--- src/rtl/sr_pq.sv ---
// Shift-register priority queue: DEPTH sorted registered cells with the head at cell 0.
// Ordering comes only from pq_pkg::cmp_kv_gt, so MIN/MAX is chosen in the package.

package pq_pkg;
    localparam int KW = 8;
    localparam int VW = 8;

    typedef enum logic {MIN_PQ = 1'b0, MAX_PQ = 1'b1} pq_type_e;
    localparam pq_type_e PQ_TYPE = MIN_PQ;

    localparam logic [KW-1:0] KEYINF    = 8'hFF;
    localparam logic [KW-1:0] KEYNEGINF = 8'h00;

    typedef struct packed {
        logic [KW-1:0] key;
        logic [VW-1:0] value;
    } kv_t;

    localparam kv_t KV_EMPTY = (PQ_TYPE == MIN_PQ) ? {KEYINF, {VW{1'b0}}} : {KEYNEGINF, {VW{1'b0}}};

    // True when a has strictly higher priority than b.
    function automatic logic cmp_kv_gt(input kv_t a, input kv_t b);
        if (PQ_TYPE == MIN_PQ) begin
            return (a.key < b.key);
        end else begin
            return (a.key > b.key);
        end
    endfunction
endpackage

module sr_pq
    import pq_pkg::*;
#(
    parameter  int DEPTH = 16,
    localparam int CW    = $clog2(DEPTH + 1)
) (
    input  logic          clk,
    input  logic          rst_n,
    input  logic          enq,
    input  kv_t           kvi,
    input  logic          deq,
    output kv_t           kvo,
    output logic [CW-1:0] count,
    output logic          empty,
    output logic          full,
    output logic          ovf,
    output logic          udf
);

    typedef enum logic [2:0] {
        OP_HOLD = 3'd0,
        OP_ENQ  = 3'd1,
        OP_DEQ  = 3'd2,
        OP_REPL = 3'd3,
        OP_OVF  = 3'd4,
        OP_UDF  = 3'd5
    } op_e;

    kv_t             r_data [DEPTH];
    logic [DEPTH-1:0] r_valid;
    logic [CW-1:0]   r_count;
    logic            r_ovf;
    logic            r_udf;

    kv_t             w_data_nxt [DEPTH];
    logic [DEPTH-1:0] w_valid_nxt;
    logic [CW-1:0]   w_count_nxt;
    logic            w_ovf_nxt;
    logic            w_udf_nxt;

    kv_t             w_data_ext [DEPTH+1];
    logic [DEPTH:0]  w_valid_ext;
    logic [DEPTH:0]  w_gt;
    logic [DEPTH:0]  w_gt_prev;
    logic            w_empty;
    logic            w_full;
    op_e             w_op;

    assign w_empty = (r_count == CW'(0));
    assign w_full  = (r_count == CW'(DEPTH));

    // Per-cell "kvi goes before this cell"; an extra always-true slot sits past the end.
    always_comb begin
        w_gt        = '0;
        w_valid_ext = '0;
        for (int i = 0; i < DEPTH; i++) begin
            w_data_ext[i]  = r_data[i];
            w_valid_ext[i] = r_valid[i];
            w_gt[i]        = !r_valid[i] || cmp_kv_gt(kvi, r_data[i]);
        end
        w_data_ext[DEPTH]  = KV_EMPTY;
        w_valid_ext[DEPTH] = 1'b0;
        w_gt[DEPTH]        = 1'b1;
    end

    assign w_gt_prev = {w_gt[DEPTH-1:0], 1'b0};

    // Decode the requested operation against the current occupancy.
    always_comb begin
        w_op = OP_HOLD;
        case ({enq, deq})
            2'b10:   w_op = w_full  ? OP_OVF : OP_ENQ;
            2'b01:   w_op = w_empty ? OP_UDF : OP_DEQ;
            2'b11:   w_op = w_empty ? OP_ENQ : OP_REPL;
            default: w_op = OP_HOLD;
        endcase
    end

    // Next cell contents; sorted order is kept because w_gt is monotonic along the array.
    always_comb begin
        w_data_nxt  = r_data;
        w_valid_nxt = r_valid;
        w_count_nxt = r_count;
        w_ovf_nxt   = r_ovf;
        w_udf_nxt   = r_udf;
        case (w_op)
            OP_ENQ: begin
                for (int k = 0; k < DEPTH; k++) begin
                    if (w_gt_prev[k]) begin
                        w_data_nxt[k]  = w_data_ext[k-1];
                        w_valid_nxt[k] = w_valid_ext[k-1];
                    end else if (w_gt[k]) begin
                        w_data_nxt[k]  = kvi;
                        w_valid_nxt[k] = 1'b1;
                    end else begin
                        w_data_nxt[k]  = r_data[k];
                        w_valid_nxt[k] = r_valid[k];
                    end
                end
                w_count_nxt = r_count + CW'(1);
            end
            OP_DEQ: begin
                for (int k = 0; k < DEPTH; k++) begin
                    w_data_nxt[k]  = w_data_ext[k+1];
                    w_valid_nxt[k] = w_valid_ext[k+1];
                end
                w_count_nxt = r_count - CW'(1);
            end
            OP_REPL: begin
                // Cell 0 leaves; the insert point ignores cell 0 and lands one slot earlier.
                for (int k = 0; k < DEPTH; k++) begin
                    if (!w_gt[k+1]) begin
                        w_data_nxt[k]  = w_data_ext[k+1];
                        w_valid_nxt[k] = w_valid_ext[k+1];
                    end else if ((k == 0) || !w_gt[k]) begin
                        w_data_nxt[k]  = kvi;
                        w_valid_nxt[k] = 1'b1;
                    end else begin
                        w_data_nxt[k]  = r_data[k];
                        w_valid_nxt[k] = r_valid[k];
                    end
                end
            end
            OP_OVF:  w_ovf_nxt = 1'b1;
            OP_UDF:  w_udf_nxt = 1'b1;
            default: w_count_nxt = r_count;
        endcase
    end

    // State registers with asynchronous clear.
    always_ff @(posedge clk or negedge rst_n) begin
        if (!rst_n) begin
            for (int i = 0; i < DEPTH; i++) begin
                r_data[i] <= KV_EMPTY;
            end
            r_valid <= '0;
            r_count <= CW'(0);
            r_ovf   <= 1'b0;
            r_udf   <= 1'b0;
        end else begin
            for (int i = 0; i < DEPTH; i++) begin
                r_data[i] <= w_data_nxt[i];
            end
            r_valid <= w_valid_nxt;
            r_count <= w_count_nxt;
            r_ovf   <= w_ovf_nxt;
            r_udf   <= w_udf_nxt;
        end
    end

    assign kvo   = r_data[0];
    assign count = r_count;
    assign empty = w_empty;
    assign full  = w_full;
    assign ovf   = r_ovf;
    assign udf   = r_udf;

endmodule

--- config.mk ---
export PLATFORM = sky130hd
export DESIGN_NAME = sr_pq
export DESIGN_NICKNAME = d
export VERILOG_FILES = /design/src/rtl/sr_pq.sv
export SDC_FILE = /design/constraint.sdc
export NUM_CORES = 1
export LEC_CHECK = 0
export ABC_AREA = 1
export BUFFER_PORTS_ARGS = -buffer_cell sky130_fd_sc_hd__buf_4
export CAP_MARGIN = 25
export CELL_PAD_IN_SITES_DETAIL_PLACEMENT = 0
export CELL_PAD_IN_SITES_GLOBAL_PLACEMENT = 1
export CORE_MARGIN = 8
export CORE_UTILIZATION = 41
export DETAILED_ROUTE_END_ITERATION = 8
export GPL_TIMING_DRIVEN = 0
export PLACE_DENSITY = 0.83
export SYNTH_ARGS = -nofsm -noshare
export SYNTH_HDL_FRONTEND = slang
export SYNTH_SLANG_ARGS = --single-unit
--- constraint.sdc ---
create_clock -name clk -period 2.34 [get_ports clk]
set_input_delay 0.117 -clock clk [delete_from_list [all_inputs] [get_ports clk]]
set_output_delay 0.117 -clock clk [all_outputs]
set_load 0.05 [all_outputs]
==> flow_summary.json, run 1 <==
{
  "status": "finished with violations",
  "violations": "setup timing",
  "crit_path_end_kind": "register",
  "vias": 30660,
  "preCtsSetupSlack_ns": -0.7088,
  "drive_gt1_frac": 0.1984,
  "area_delta_synth_final_pct": 23.14,
  "cts_sinks": 279,
  "cts_tree": "done",
  "die_area_mm2": 0.06978,
  "dr.pass1.iters": 8,
  "powerDensity_mw_per_mm2": 1501,
  "required_ns": 2.87,
  "wl_mm": 126.4,
  "setup_tns_ns": -0.04203,
  "antenna_found_initial": 2,
  "synth_top_cells_by_area": "nand2_1 (24%), nand3_1 (23%), dfrtp_1 (15%)",
  "fp-row-count": 91,
  "hold_violations": 0,
  "cts_made_buffers": 39,
  "dp.cells": 5031,
  "reg2regPathDepth": 10,
  "vias_per_cell": 5.868,
  "cts.path.max_buffers": 3,
  "ys.warnings.count": 0,
  "core_mm2": 0.06126,
  "htree_levels": 2,
  "start_util": 0.4122,
  "syn_area_per_cell_um2": 6.051,
  "grt_max_degree": 107,
  "die_w_um": 264.2,
  "yosysMostFrequentCell": "nand2_1",
  "drcViolationCount": 0,
  "worstPathMaxFanout": 10,
  "ant_nets": 0,
  "gp_congestion": 0.9711,
  "path_clk_slew_ns": 0.06,
  "grt_pass1_vias": 28380,
  "vdd_drop_max_mv": 0.6091,
  "drv_cap": 0,
  "clock.fmax_mhz": 421.1,
  "synth_top_area_frac": 0.2417,
  "finalWorstPathRequiredPeriod_ns": 2.375,
  "dp_hpwl_mm": 90.63,
  "critPathKind": "reg2reg",
  "gr-usage-all-layers": 0.3460,
  "final_area_mm2": 0.03109,
  "p_leak_nw": 15.92,
  "ys_top_cells_by_count": "nand2_1 (1626), nand3_1 (1155), inv_1 (321), clkbuf_1 (180), dfrtp_1 (151)",
  "syn_area_mm2": 0.02525,
  "min_path_type": "in2reg",
  "arrival_ns": 2.90,
  "wl_per_cell_um": 24.19,
  "rsz0062_at_grt": "yes",
  "worst_slack_ns": -0.03497,
  "critPathLaunchType": "register",
  "tightestPinTransition_ns": 1.185,
  "dieHeight_um": 264.2,
  "ys_seq_area_frac": 0.2829,
  "synth_cell_types": 37,
  "synth_edf_count": 0,
  "postSynthCellCount": 4173,
  "numPortBuffers": 44,
  "grt_first_pass_wirelength_mm": 183.2,
  "placed_area_mm2": 0.02703,
  "final_cells": 5226,
  "setup_viol": 2,
  "synthFlopType": "dfrtp_1",
  "globalRouteOverflowTotal": 0,
  "period_share": 1.015,
  "fin_worst_skew_ns": 0.03059,
  "slew_viol_final": 0,
  "synth-seq-cells": 279,
  "nNetsFinal": 4540,
  "io_pins": 45,
  "drt_first_iter_violations": 4104,
  "synth_area_leader_cell": "nand2_1",
  "synth_nets": 4309,
  "root_buffer": "clkbuf_16",
  "synthArstFlopShare": 1.000,
  "whs_path_depth": 6,
  "max_slew_margin": 0.2098,
  "clk_latency_ns": 0.61
}
## worst max-delay path: stages, from the launching register on
cell      delay, ns
dfrtp_2        0.42
nor2_4         0.11
nand4_1        0.13
nand2_2        0.17
buf_4          0.31
buf_4          0.32
clkbuf_4       0.31
nand3_1        0.21
nand3_1        0.18
nand2_1        0.08
nand2_1        0.06
## cell usage in the layout, fill, tap and decap left out, types with 6 or more instances in the layout
master / netlist / layout
buf_6: 6 / 58
nor2_2: 2 / 6
clkbuf_2: 0 / 45
o21a_1: 16 / 15
ha_1: 115 / 91
nand3b_1: 8 / 8
ha_4: 0 / 24
a31oi_1: 15 / 15
nand2_2: 25 / 67
clkbuf_1: 180 / 115
nand2_1: 1626 / 1552
dlygate4sd3_1: 0 / 11
o21ai_1: 10 / 10
buf_8: 0 / 24
inv_1: 321 / 284
nand3_1: 1155 / 1124
buf_2: 74 / 42
buf_4: 37 / 189
o21ai_0: 38 / 34
o22ai_1: 21 / 21
inv_2: 28 / 54
nand3_4: 3 / 22
dfstp_2: 128 / 128
nand2_8: 0 / 15
a21oi_1: 71 / 57
nor2_4: 9 / 13
nor2_1: 59 / 52
clkbuf_16: 0 / 41
clkinv_2: 0 / 12
nand3_2: 19 / 32
nand2_4: 6 / 24
dfrtp_1: 151 / 146
inv_6: 0 / 6
clkbuf_4: 0 / 27
a21oi_2: 1 / 14
## timing repair
action,CTS,global route
endpoints found under the setup margin,264,270
pin swaps,21,95
endpoints found under the hold margin,73,0
setup buffers,43,60
cloned,2,10
hold buffers,11,0
gates resized for setup,167,460
## power by group
group          switching (mW)  total (mW)  internal (mW)
logic                    20.1        30.5           10.4
registers                2.04        10.0           7.96
clock network            2.62        6.12           3.50
## final timing paths
path                       slack, ns     start           to
setup / recovery               -0.03  count[2]  r_data[189]
hold / removal                  0.07       enq   r_data[10]
setup reg to reg               -0.03  count[2]  r_data[189]
hold reg to reg                 0.47       ovf          ovf
max in group asynchronous       1.11     rst_n   r_data[86]
min in group asynchronous       0.13     rst_n       kvo[5]
## layer usage
metal  GRT usage  vias to the layer above  part of all wire
met5           0                        -           0.00043
met4      0.2147                        6             0.074
met3     0.08257                      471              0.12
met2      0.5176                     1804              0.42
met1      0.4466                    14400              0.39
li1            -                    13980                 -
## flip-flops by register name (all words and copies together), names as in the netlist
name     flops
count        5
udf          1
kvo         16
r_data     240
ovf          1
r_valid     16
## area by class of cell
class | count | area (µm²)
Antenna cell | 1 | 2.502
Clock buffer | 55 | 1097
Multi-Input combinational cell | 3220 | 16520
Timing Repair Buffer | 192 | 1829
Buffer | 323 | 2003
Clock inverter | 17 | 148.9
Sequential cell | 279 | 7148
Tap cell | 790 | 988.4
Inverter | 349 | 1355
Fill cell | 6485 | 30160
## through the flow
stage | hold WS, ns | power [mW] | util
finish | 0.06748 | 46.66 | 0.5076
global route | 0.1397 | 49.87 | 0.5075
CTS | 0.05542 | 42.80 | 0.4772
detailed placement | 0.1726 | 35.63 | 0.4413
global placement | 0.3926 | 35.28 | 0.4344
floorplan | -0.1786 | 27.63 | -
## cells by family after synthesis
kind of cell | synth area share
simple gates | 0.5058
buf+inv | 0.1116
flops | 0.2829
compound gates | 0.04014
fa+ha+maj | 0.05778
xor+xnor | 0.001388
mux | 0.0004460
Note: power is estimated with default switching activity, not from simulation.
==> run 2, diff against run 1 <==
Settings changed: CORE_ASPECT_RATIO set to 1.4.
==> run 2 against run 1 <==
Combinational power hardly changed. Cell count is 0.61% higher. Total power is 0.68% lower. Hold slack worse by 0.071 ns. Non-clock buffer count is 10 higher. The flow finishes with violations (hold timing, setup timing). Sequential share of layout area is 0.078 points lower. Utilization is 0.46 points higher. Worst setup slack worse by 0.037 ns. Die area is 0.16% higher. Clock skew is 0.0085 ns lower. Sequential power hardly changed. Sequential cell count stayed put.
==> flow_summary.json, run 2 (synthesized netlist as in run 1, its figures left out) <==
{
  "arrival_ns": 2.93,
  "area_delta_synth_final_pct": 23.56,
  "powerDensity_mw_per_mm2": 1485,
  "status": "finished with violations",
  "gp_congestion": 1.011,
  "tightestPinTransition_ns": 1.158,
  "cts_sinks": 279,
  "min_path_type": "in2reg",
  "cts_made_buffers": 36,
  "rsz0062_at_grt": "yes",
  "required_ns": 2.85,
  "post-route-util": 0.5122,
  "period_share": 1.031,
  "preCtsSetupSlack_ns": -0.7222,
  "slew_viol_final": 0,
  "cpPeakStageDelay_ns": 0.44,
  "drcViolationCount": 0,
  "critPathKind": "reg2reg",
  "finalWorstPathRequiredPeriod_ns": 2.412,
  "vias_per_cell": 5.758,
  "numPortBuffers": 44,
  "hold_violations": 1,
  "root_buffer": "clkbuf_16",
  "wl_mm": 127.2,
  "setup_tns_ns": -0.1284,
  "dp.cells": 5060,
  "critPathSlowestCell": "buf_2",
  "start_util": 0.4145,
  "path_buf_inv": 4,
  "dr.pass1.iters": 7,
  "worstPathMaxFanout": 10,
  "violations": "hold timing, setup timing",
  "die_w_um": 225.7,
  "globalRouteOverflowTotal": 0,
  "core_mm2": 0.06091,
  "wl_per_cell_um": 24.19,
  "nNetsFinal": 4546,
  "path_clk_slew_ns": 0.06,
  "drive_gt1_frac": 0.1941,
  "drt_first_iter_violations": 3894,
  "critical_path.top_delay_family": "buffers and inverters",
  "fp-row-count": 107,
  "final_cells": 5258,
  "largest_reg_flops": 240,
  "cts_tree": "done",
  "fillCellCount": 6355,
  "grt_first_pass_wirelength_mm": 181.9,
  "vdd_drop_max_mv": 0.8180,
  "regMostFlops": "r_data",
  "clk_latency_ns": 0.58,
  "final_common_cell": "nand2_1",
  "crit_chain": "nor2_2, nand4_1, nand2_4, inv_6, nand2_8, buf_4, buf_2, buf_2, nor2_1, a21oi_1, nand2_1, nand2_1",
  "cts.path.max_buffers": 3,
  "r2r_slack_ns": -0.07,
  "die_area_mm2": 0.06989,
  "drv_cap": 0,
  "p_leak_nw": 15.92,
  "dp_hpwl_mm": 91.59,
  "mostFrequentLayoutCells": "nand2_1 (1578), nand3_1 (1125), inv_1 (280), buf_4 (199), dfrtp_1 (146)",
  "grt_max_degree": 112,
  "hold_ws_ns": -0.003587,
  "max_slew_margin": 0.2279,
  "critPathLaunchType": "register",
  "io_pins": 45,
  "ant_nets": 0,
  "crit_path_end_kind": "register",
  "dieHeight_um": 309.6,
  "clock.fmax_mhz": 414.6,
  "worst_slack_ns": -0.07176,
  "grt_pass1_vias": 27980,
  "setup_viol": 2,
  "gr-usage-all-layers": 0.3484,
  "antenna_found_initial": 2,
  "fin_worst_skew_ns": 0.02205,
  "htree_levels": 2,
  "vias": 30270
}
==> run 2: changes by cell type in the layout (fill, tap and decap cells not counted), sizes merged <==
cell           change
nor2               -1
bufinv             -2
clkdlybuf4s15      +1
diode              +4
dlygate4sd3        -4
clkbuf            +10
inv                -3
nand3              +1
clkinvlp           +1
nand2              -1
buf                +9
clkinv            -10
==> run 2: repair_timing <==
item / CTS / global route
pin swaps: 22 / 67
gates resized for setup: 182 / 444
buffers inserted: 36 / 84
endpoints found under the hold margin: 72 / 0
cloned: 2 / 11
hold buffers: 7 / 0
setup endpoints to repair: 266 / 270
==> run 2: worst paths after layout <==
path / depth (start not counted) / startpoint / endpoint
min in group asynchronous: 2 / rst_n / r_data[144]
worst min register to register: 1 / ovf / ovf
worst max-delay path: 12 / count[2] / r_valid[12]
worst max register to register: 12 / count[2] / r_valid[12]
worst min-delay path: 5 / kvi[5] / r_data[5]
max in group asynchronous: 4 / rst_n / r_valid[15]
==> run 2: area by class of cell <==
cell class	count	area [µm²]	share of cell area
multi-input cells	3219	16550	0.5304
flip-flops and latches	279	7148	0.2291
repair buffers	209	2014	0.06457
plain buffers	316	1972	0.06320
inverters	349	1371	0.04395
clock buffers	61	1096	0.03513
well taps	817	1022	0.03277
clock inverters	3	13.76	0.0004411
diodes	5	12.51	0.0004010
==> run 2: per-stage QoR <==
step	power (mW)	hold slack [ns]	cell area, µm²
global placement	35.28	0.3886	26650
CTS	42.43	0.007647	29090
global route	49.48	0.04265	31190
finish	46.34	-0.003587	31200
detailed placement	35.61	0.1210	27140
floorplan	27.63	-0.1786	25290
==> run 2: worst reg2reg max path: stages, from the launching register on <==
cell,delay [ns]
dfrtp_2,0.42
nor2_2,0.12
nand4_1,0.17
nand2_4,0.18
inv_6,0.06
nand2_8,0.08
buf_4,0.15
buf_2,0.26
buf_2,0.44
nor2_1,0.08
a21oi_1,0.25
nand2_1,0.10
nand2_1,0.06
==> run 2: power by group <==
part / internal, mW / switching, mW
combinational: 10.5 / 20.2
clock: 3.17 / 2.47
sequential: 7.96 / 2.06
total: 21.6 / 24.7
==> run 2: per-layer routing <==
metal | track usage | routed length, µm | up-vias
li1 | - | - | 14010
met1 | 0.4180 | 46450 | 14050
met2 | 0.5568 | 56790 | 1687
met3 | 0.06577 | 12400 | 517
met4 | 0.2489 | 11510 | 2
met5 | 0 | 10 | -
